### src/rtl/midi_transmit.sv
// midi_transmit: serialises a 1-3 byte MIDI message as 8N1 frames on midi_out
// Ports: clck/rst (async active-high); msg_valid/msg_ready handshake with
// status_byte, data1, data2, msg_len (0 = null message); midi_out serial line
// (idle high); busy while a message is in flight; byte_done pulses on the last
// clock of each stop bit.
// Optional: define MIDI_TX_RUNNING_STATUS_EN to skip a repeated channel status.
module midi_transmit #(
  parameter int CLKS_PER_BIT    = 128,
  parameter int HALF_STOP_EXTRA = 0
) (
  input  logic       clck,
  input  logic       rst,
  input  logic       msg_valid,
  output logic       msg_ready,
  input  logic [7:0] status_byte,
  input  logic [7:0] data1,
  input  logic [7:0] data2,
  input  logic [1:0] msg_len,
  output logic       midi_out,
  output logic       busy,
  output logic       byte_done
);
  localparam int CW = CLKS_PER_BIT > 1 ? $clog2(CLKS_PER_BIT) : 1;
  localparam logic [CW-1:0] CNT_LAST = CW'(CLKS_PER_BIT - 1);
  localparam logic [CW-1:0] GAP_LAST = CW'(HALF_STOP_EXTRA > 0 ? HALF_STOP_EXTRA - 1 : 0);
  typedef enum logic [2:0] {IDLE, START, DATA, STOP, GAP} state_t;
  state_t state, state_n;
  logic [CW-1:0] cnt, cnt_n;
  logic [2:0] bit_idx, bit_n;
  logic [1:0] byte_idx, byte_n, len_r;
  logic [7:0] b0, b1, b2, cur;
  logic go, skip, mo_d;
  assign go = msg_valid && msg_ready && msg_len != 2'd0;
`ifdef MIDI_TX_RUNNING_STATUS_EN
  logic [7:0] last_status;
  logic chan;
  assign chan = status_byte >= 8'h80 && status_byte <= 8'hEF;
  assign skip = chan && status_byte == last_status && msg_len >= 2'd2;
  always_ff @(posedge clck or posedge rst)
    if (rst) last_status <= 8'h00;
    else if (go) last_status <= chan ? status_byte : status_byte <= 8'hF7 && status_byte >= 8'hF0 ? 8'h00 : last_status;
`else
  assign skip = 1'b0;
`endif
  always_ff @(posedge clck or posedge rst)
    if (rst) begin
      state     <= IDLE;
      cnt       <= '0;
      bit_idx   <= '0;
      byte_idx  <= '0;
      len_r     <= '0;
      b0        <= '0;
      b1        <= '0;
      b2        <= '0;
      midi_out  <= 1'b1;
      msg_ready <= 1'b0;
      busy      <= 1'b0;
    end else begin
      state     <= state_n;
      cnt       <= cnt_n;
      bit_idx   <= bit_n;
      byte_idx  <= byte_n;
      midi_out  <= mo_d;
      msg_ready <= state_n == IDLE;
      busy      <= state_n != IDLE;
      if (go) begin
        b0    <= status_byte;
        b1    <= data1;
        b2    <= data2;
        len_r <= msg_len;
      end
    end
  always_comb begin
    state_n = state;
    cnt_n   = cnt + CW'(1);
    bit_n   = bit_idx;
    byte_n  = byte_idx;
    case (state)
      IDLE: begin
        cnt_n = '0;
        if (go) begin
          state_n = START;
          byte_n  = skip ? 2'd1 : 2'd0;
        end
      end
      START:
        if (cnt == CNT_LAST) begin
          state_n = DATA;
          cnt_n   = '0;
          bit_n   = 3'd0;
        end
      DATA:
        if (cnt == CNT_LAST) begin
          cnt_n   = '0;
          bit_n   = bit_idx + 3'd1;
          state_n = bit_idx == 3'd7 ? STOP : DATA;
        end
      STOP:
        if (cnt == CNT_LAST) begin
          cnt_n = '0;
          if (byte_idx == len_r - 2'd1) state_n = HALF_STOP_EXTRA > 0 ? GAP : IDLE;
          else begin
            state_n = START;
            byte_n  = byte_idx + 2'd1;
          end
        end
      GAP:
        if (cnt == GAP_LAST) begin
          state_n = IDLE;
          cnt_n   = '0;
        end
      default: begin
        state_n = IDLE;
        cnt_n   = '0;
      end
    endcase
  end
  always_comb begin
    cur       = byte_n == 2'd0 ? b0 : byte_n == 2'd1 ? b1 & 8'h7F : b2 & 8'h7F;
    mo_d      = state_n == DATA ? cur[bit_n] : state_n != START;
    byte_done = state == STOP && cnt == CNT_LAST;
  end
endmodule

### config.mk
export PLATFORM = sky130hd
export DESIGN_NAME = midi_transmit
export DESIGN_NICKNAME = d
export VERILOG_FILES = /design/src/rtl/midi_transmit.sv
export SDC_FILE = /design/constraint.sdc
export NUM_CORES = 1
export LEC_CHECK = 0
export ABC_AREA = 1
export BUFFER_PORTS_ARGS = -buffer_cell sky130_fd_sc_hd__buf_2
export CAP_MARGIN = 20
export CORE_ASPECT_RATIO = 0.9
export CORE_MARGIN = 1
export CORE_UTILIZATION = 40
export DETAILED_ROUTE_END_ITERATION = 10
export HOLD_SLACK_MARGIN = 0.05
export MAX_ROUTING_LAYER = met4
export PLACE_DENSITY = 0.7
export SYNTH_ARGS = -nofsm -noshare
export SYNTH_HDL_FRONTEND = slang
export SYNTH_SLANG_ARGS = --single-unit
### constraint.sdc
create_clock -name clck -period 2.32 [get_ports clck]
set_input_delay 0.232 -clock clck [delete_from_list [all_inputs] [get_ports clck]]
set_output_delay 0.232 -clock clck [all_outputs]
set_load 0.01 [all_outputs]
==> metrics, run 1 <==
total CTS buffers=5; Setup CP Type=reg2reg; pwr/cell area=471 nW/um^2; non-filler instance count after layout=393; Yosys reg bits=42; DRC errors left=0; clock root cell=clkbuf_8; top cell type's share of synthesized area=0.451; crit end category=flop; maximum root-to-sink buffer count=2; initial antenna violation count=0; width of the die=81.5 microns; Detail Placement HPWL=3.32 mm; Crit path arrival time=2.38 ns; nets=359; Slew HR=0.611; Rows=25; I/O pin count=33; GP Congestion=0.885; Synth Area per Inst=7.87 sq um; synthesized area=2270 sq um; most frequent cells in the layout=nand2_1 (107), dfrtp_1 (41), buf_2 (30); fin crit period=2.15 ns; internal cell power=0.960 mW; Cells after Synth=289; yosys warns=0; crit share post-route=0.925; count of final hold-check violations=0; register area share after synthesis=0.463; Cell variety after synth=30; Worst-path clk slew=0.08 ns; Synth area leaders=dfrtp_1 (45%), nand2_1 (18%), nand3_1 (5.1%); Detail Route Antenna Nets=0; setup TNS=0 ns; largest net degree at the start of global routing=43; clk_skew=0.00377 ns; DRT Pass-1 Iters=4; Sequential cell area=1050 sq um; Slew Viols, Final=0; Starting DRT DRC Count=110; worst slew pin tran=0.583 ns; Die H=73.5 microns; post-route cell area=2620 sq um; Gate power share=0.029; PortBufs=30; setup ws final=0.173 ns; wire per inst=11.3 microns; first-pass GRT wire length=7.77 mm; VDD IR max=0.242 mV; Sink Count=42; layout cells sized above 1=0.227; max-cap viol count=0; most common cell after layout, fill and taps aside=nand2_1; area growth from synthesis to layout=15.1%; Hold WC Path Type=in2async; number of global-route vias before repair=1733; CP required=2.55 ns; final hold slack=0.0426 ns; Initial Util=0.425; Max FO, Critical Path=7; Die ar.=5990 sq um; worst-skew pair later-pin latency=0.29 ns; pre-CTS setup slack=0.0876 ns; number of vias per cell=4.84; Max Clock Freq=466 MHz; status=completed; clock network fraction of total power=0.378; Seq pwr share=0.593; Post-Place Cell Area=2500 sq um; Hold-fix buffers, CTS=0; Syn Nets=323; final core utilization=0.490; Leak=1.39 nW; Inst Count DP=383; fill count=513; final setup violating endpoints=0; NetSw=0.274 mW; Final Power=1.23 mW; Core Area=5350 sq um; via count of the routed design=1902; Inserted Diodes=0; CTS tree=built; Max H-tree Level=2; Sw Ratio=0.222; Critical Path Source Type=flop; global-route usage over all layers=0.175; multi-input logic area=1070 sq um; GR Overflow Total=0; largest area contributor in the netlist=dfrtp_1; Detailed Route WL=4.42 mm
layout make-up:
class / instances / area share
clock buffer: 6 / 0.0277
clock inverter: 2 / 0.00526
inverter: 37 / 0.0530
multi-input combinational: 204 / 0.409
sequential: 42 / 0.402
tap: 67 / 0.0320
timing repair buffer: 35 / 0.0717
power by group through the flow:
stage,registers (mW),logic (mW),clock network (mW)
4_1_cts,0.731,0.0378,0.478
3_5_place_dp,0.746,0.0376,0
2_1_floorplan,0.746,0.0111,0
5_1_grt,0.731,0.0423,0.512
3_3_place_gp,0.746,0.0373,0
6_report,0.731,0.0363,0.466
what timing repair did:
action,CTS,global route
setup buffers,0,2
setup endpoints to repair,0,1
resized for setup,0,4
worst max-delay path, cell delays in order (launching register included):
cell and delay, ns:
dfrtp_1 0.43, ha_4 0.17, nand3_2 0.11, inv_2 0.10
nand2_4 0.05, ha_1 0.26, o211ai_1 0.25, o21ai_4 0.15
inv_2 0.10, nand2_1 0.05, nand3b_1 0.14, nand3_1 0.07
nand3_1 0.07, nand3_1 0.08, nand2_1 0.05
state kept, by name, summed over array words and instances (netlist names), 2 cells and up:
signal	cells
state	3
bit_idx	3
b1	7
byte_idx	2
b0	8
cnt	7
len_r	2
b2	7
cell families after synthesis:
| kind of cell | Yosys count | synth area share |
|---|---|---|
| XOR/XNOR | 4 | 0.0154 |
| AND/OR/NAND/NOR | 179 | 0.360 |
| adder cells (fa/ha/maj) | 5 | 0.0275 |
| AO/OA/AOI/OAI | 16 | 0.0605 |
| buffers and inverters | 43 | 0.0743 |
| flip-flops | 42 | 0.463 |
routing by layer:
layer  up-vias  track usage  share of wire
met5         -            -              0
met4         0       0.0496          0.012
met3         6       0.0422          0.054
met2        38        0.244           0.45
met1       872        0.250           0.48
li1        986            -              -
synth_stat cells:
cell type and count:
nor3_1 2, o2111ai_2 1, nor4_1 1, o22ai_1 3, nor2_4 2, o211ai_1 2
clkinv_1 1, nand4_1 8, nand2_4 5, dfrtp_1 41, o21ai_1 1, xnor2_1 2
o21ai_4 2, nand3_1 23, xor2_1 2, nand2_1 107, o22ai_4 1, nand2_2 4
inv_2 11, buf_6 1, o21ai_0 4, a31oi_1 1, inv_1 25, clkbuf_1 5
nor2_1 21, nand3b_1 3, a21oi_1 1, nand3_2 3, ha_1 5, dfstp_2 1
worst paths after layout:
check / end / cells after the start / slack, ns / from
setup / recovery: midi_out$_DFF_PP1_ / 14 / 0.17 / cnt[0]$_DFF_PP0_
hold / removal: cnt[1]$_DFF_PP0_ / 3 / 0.04 / rst
setup reg to reg: midi_out$_DFF_PP1_ / 14 / 0.17 / cnt[0]$_DFF_PP0_
hold reg to reg: b0[6]$_DFFE_PP0P_ / 2 / 0.48 / b0[6]$_DFFE_PP0P_
max in group asynchronous: midi_out$_DFF_PP1_ / 3 / 1.89 / rst
min in group clck: b2[3]$_DFFE_PP0P_ / 3 / 0.13 / data2[3]
Note: power is estimated with default switching activity, not from simulation.
==> inputs of run 2 (changes only) <==
--- a/config.mk
+++ b/config.mk
@@ -10,11 +10,11 @@
 export CAP_MARGIN = 20
 export CORE_ASPECT_RATIO = 0.9
 export CORE_MARGIN = 1
-export CORE_UTILIZATION = 40
+export CORE_UTILIZATION = 57
 export DETAILED_ROUTE_END_ITERATION = 10
 export HOLD_SLACK_MARGIN = 0.05
 export MAX_ROUTING_LAYER = met4
-export PLACE_DENSITY = 0.7
+export PLACE_DENSITY = 0.8
 export SYNTH_ARGS = -nofsm -noshare
 export SYNTH_HDL_FRONTEND = slang
 export SYNTH_SLANG_ARGS = --single-unit
==> run 2 against run 1 <==
Die area shrank 29%; cell count shrank 4.6%; first-iteration DRC count grew 43%; critical path depth grew 1; routed wire length grew 1.3%; non-clock buffer count grew 3; clock power grew 16%; clock-buffer cell count grew 2; critical endpoint unchanged.
==> metrics, run 2 (synthesis gave the netlist of run 1 again) <==
Crit path arrival time=2.40 ns; most flop-heavy register=b0; register-to-register setup slack=0.16 ns; Core Area=3760 sq um; Detail Route Antenna Nets=0; flip-flop count of the largest register after layout=8; pwr/cell area=496 nW/um^2; final setup violating endpoints=0; most frequent cells in the layout=nand2_1 (107), dfrtp_1 (41), buf_2 (30); crit end category=flop; total CTS buffers=5; Rows=21; fin crit period=2.16 ns; Leak=1.42 nW; Inserted Diodes=0; worst-skew pair later-pin latency=0.30 ns; number of vias per cell=5.05; count of final hold-check violations=0; clk_skew=0.0111 ns; Initial Util=0.605; internal cell power=1.05 mW; wire per inst=11.9 microns; setup ws final=0.157 ns; Max Clock Freq=462 MHz; setup TNS=0 ns; most common cell after layout, fill and taps aside=nand2_1; Starting DRT DRC Count=157; Final Power=1.31 mW; Max H-tree Level=2; Detail Placement HPWL=3.22 mm; DRC errors left=0; GR Overflow Total=0; Detailed Route WL=4.48 mm; I/O pin count=33; via count of the routed design=1895; Hold WC Path Type=in2async; worst flop-to-flop path endpoint=midi_out$_DFF_PP1_; Worst-path clk slew=0.08 ns; PortBufs=30; Max FO, Critical Path=7; NetSw=0.261 mW; CTS tree=built; DRT Pass-1 Iters=4; final hold slack=0.0566 ns; worst r2r src=cnt[0]$_DFF_PP0_; fill count=287; Gate power share=0.028; Die ar.=4250 sq um; GP Congestion=0.824; post-route cell area=2640 sq um; nets=362; number of global-route vias before repair=1620; area growth from synthesis to layout=16.1%; pre-CTS setup slack=0.0605 ns; Die H=61.9 microns; Slew HR=0.603; CP required=2.56 ns; worst slew pin tran=0.595 ns; initial antenna violation count=0; clock root cell=clkbuf_8; Sw Ratio=0.199; Sink Count=42; Seq pwr share=0.559; status=completed; Slew Viols, Final=0; width of the die=68.6 microns; maximum root-to-sink buffer count=2; Post-Place Cell Area=2480 sq um; Critical Path Source Type=flop; max-cap viol count=0; Setup CP Type=reg2reg; global-route usage over all layers=0.251; VDD IR max=0.485 mV; crit share post-route=0.932; clock network fraction of total power=0.413; Reg2Reg Depth=15; first-pass GRT wire length=7.31 mm; largest net degree at the start of global routing=43; layout cells sized above 1=0.240
[run 2: changes by cell type in the layout (fill, tap and decap cells not counted), sizes merged]
cell,previous run,this run
clkbuf,6,8
buf,35,38
clkinv,3,1
[run 2: how the worst max path moves through the flow]
stage | startpoint | end | slack, ns | depth (start not counted)
floorplan | cnt[0]$_DFF_PP0_ | midi_out$_DFF_PP1_ | 0.27 | 14
global placement | cnt[0]$_DFF_PP0_ | midi_out$_DFF_PP1_ | 0.12 | 14
detailed placement | cnt[0]$_DFF_PP0_ | midi_out$_DFF_PP1_ | 0.06 | 14
CTS | cnt[1]$_DFF_PP0_ | midi_out$_DFF_PP1_ | 0.03 | 14
global route | cnt[0]$_DFF_PP0_ | midi_out$_DFF_PP1_ | -0.01 | 15
finish | cnt[0]$_DFF_PP0_ | midi_out$_DFF_PP1_ | 0.16 | 15
[run 2: timing repair]
item	4_1_cts	5_1_grt
hold buffers	0	0
resized for setup	0	4
endpoints found under the setup margin	0	1
buffers inserted	0	5
[run 2: per-stage QoR]
step / std cells / utilization
6_report: 375 / 0.703
5_1_grt: 375 / 0.703
4_1_cts: 370 / 0.689
3_5_place_dp: 362 / 0.659
3_3_place_gp: 362 / 0.659
2_1_floorplan: 289 / -
[run 2: cell type report]
type                    count  area (sq um)  share of cell area
well taps                  46          57.6              0.0218
multi-input cells         204          1070               0.406
repair buffers             38           210              0.0796
inverters                  37           139              0.0526
flip-flops and latches     42          1050               0.398
clock buffers               8           110              0.0417
[run 2: per-layer routing]
layer	up-vias	global-route usage	part of all wire
li1	990	-	-
met1	866	0.348	0.51
met2	32	0.366	0.44
met3	7	0.0657	0.037
met4	0	0.0625	0.012
met5	-	-	0
[run 2: worst max-delay path, stage by stage, from the launching register on]
cell and delay (ns):
dfrtp_1 0.41, ha_4 0.15, nand3_2 0.12, inv_2 0.13, nand2_4 0.05, ha_1 0.26, o211ai_1 0.24, o21ai_4 0.15
inv_2 0.10, nand2_1 0.06, inv_1 0.05, nand3_1 0.07, nand3_1 0.08, nand3_1 0.08, nand3_1 0.08, nand2_1 0.05
[run 2: power by group through the flow]
stage,clock network (mW),logic (mW),registers (mW)
3_5_place_dp,0,0.0379,0.746
6_report,0.541,0.0369,0.732
5_1_grt,0.589,0.0429,0.731
3_3_place_gp,0,0.0375,0.746
4_1_cts,0.553,0.0379,0.732
2_1_floorplan,0,0.0111,0.746
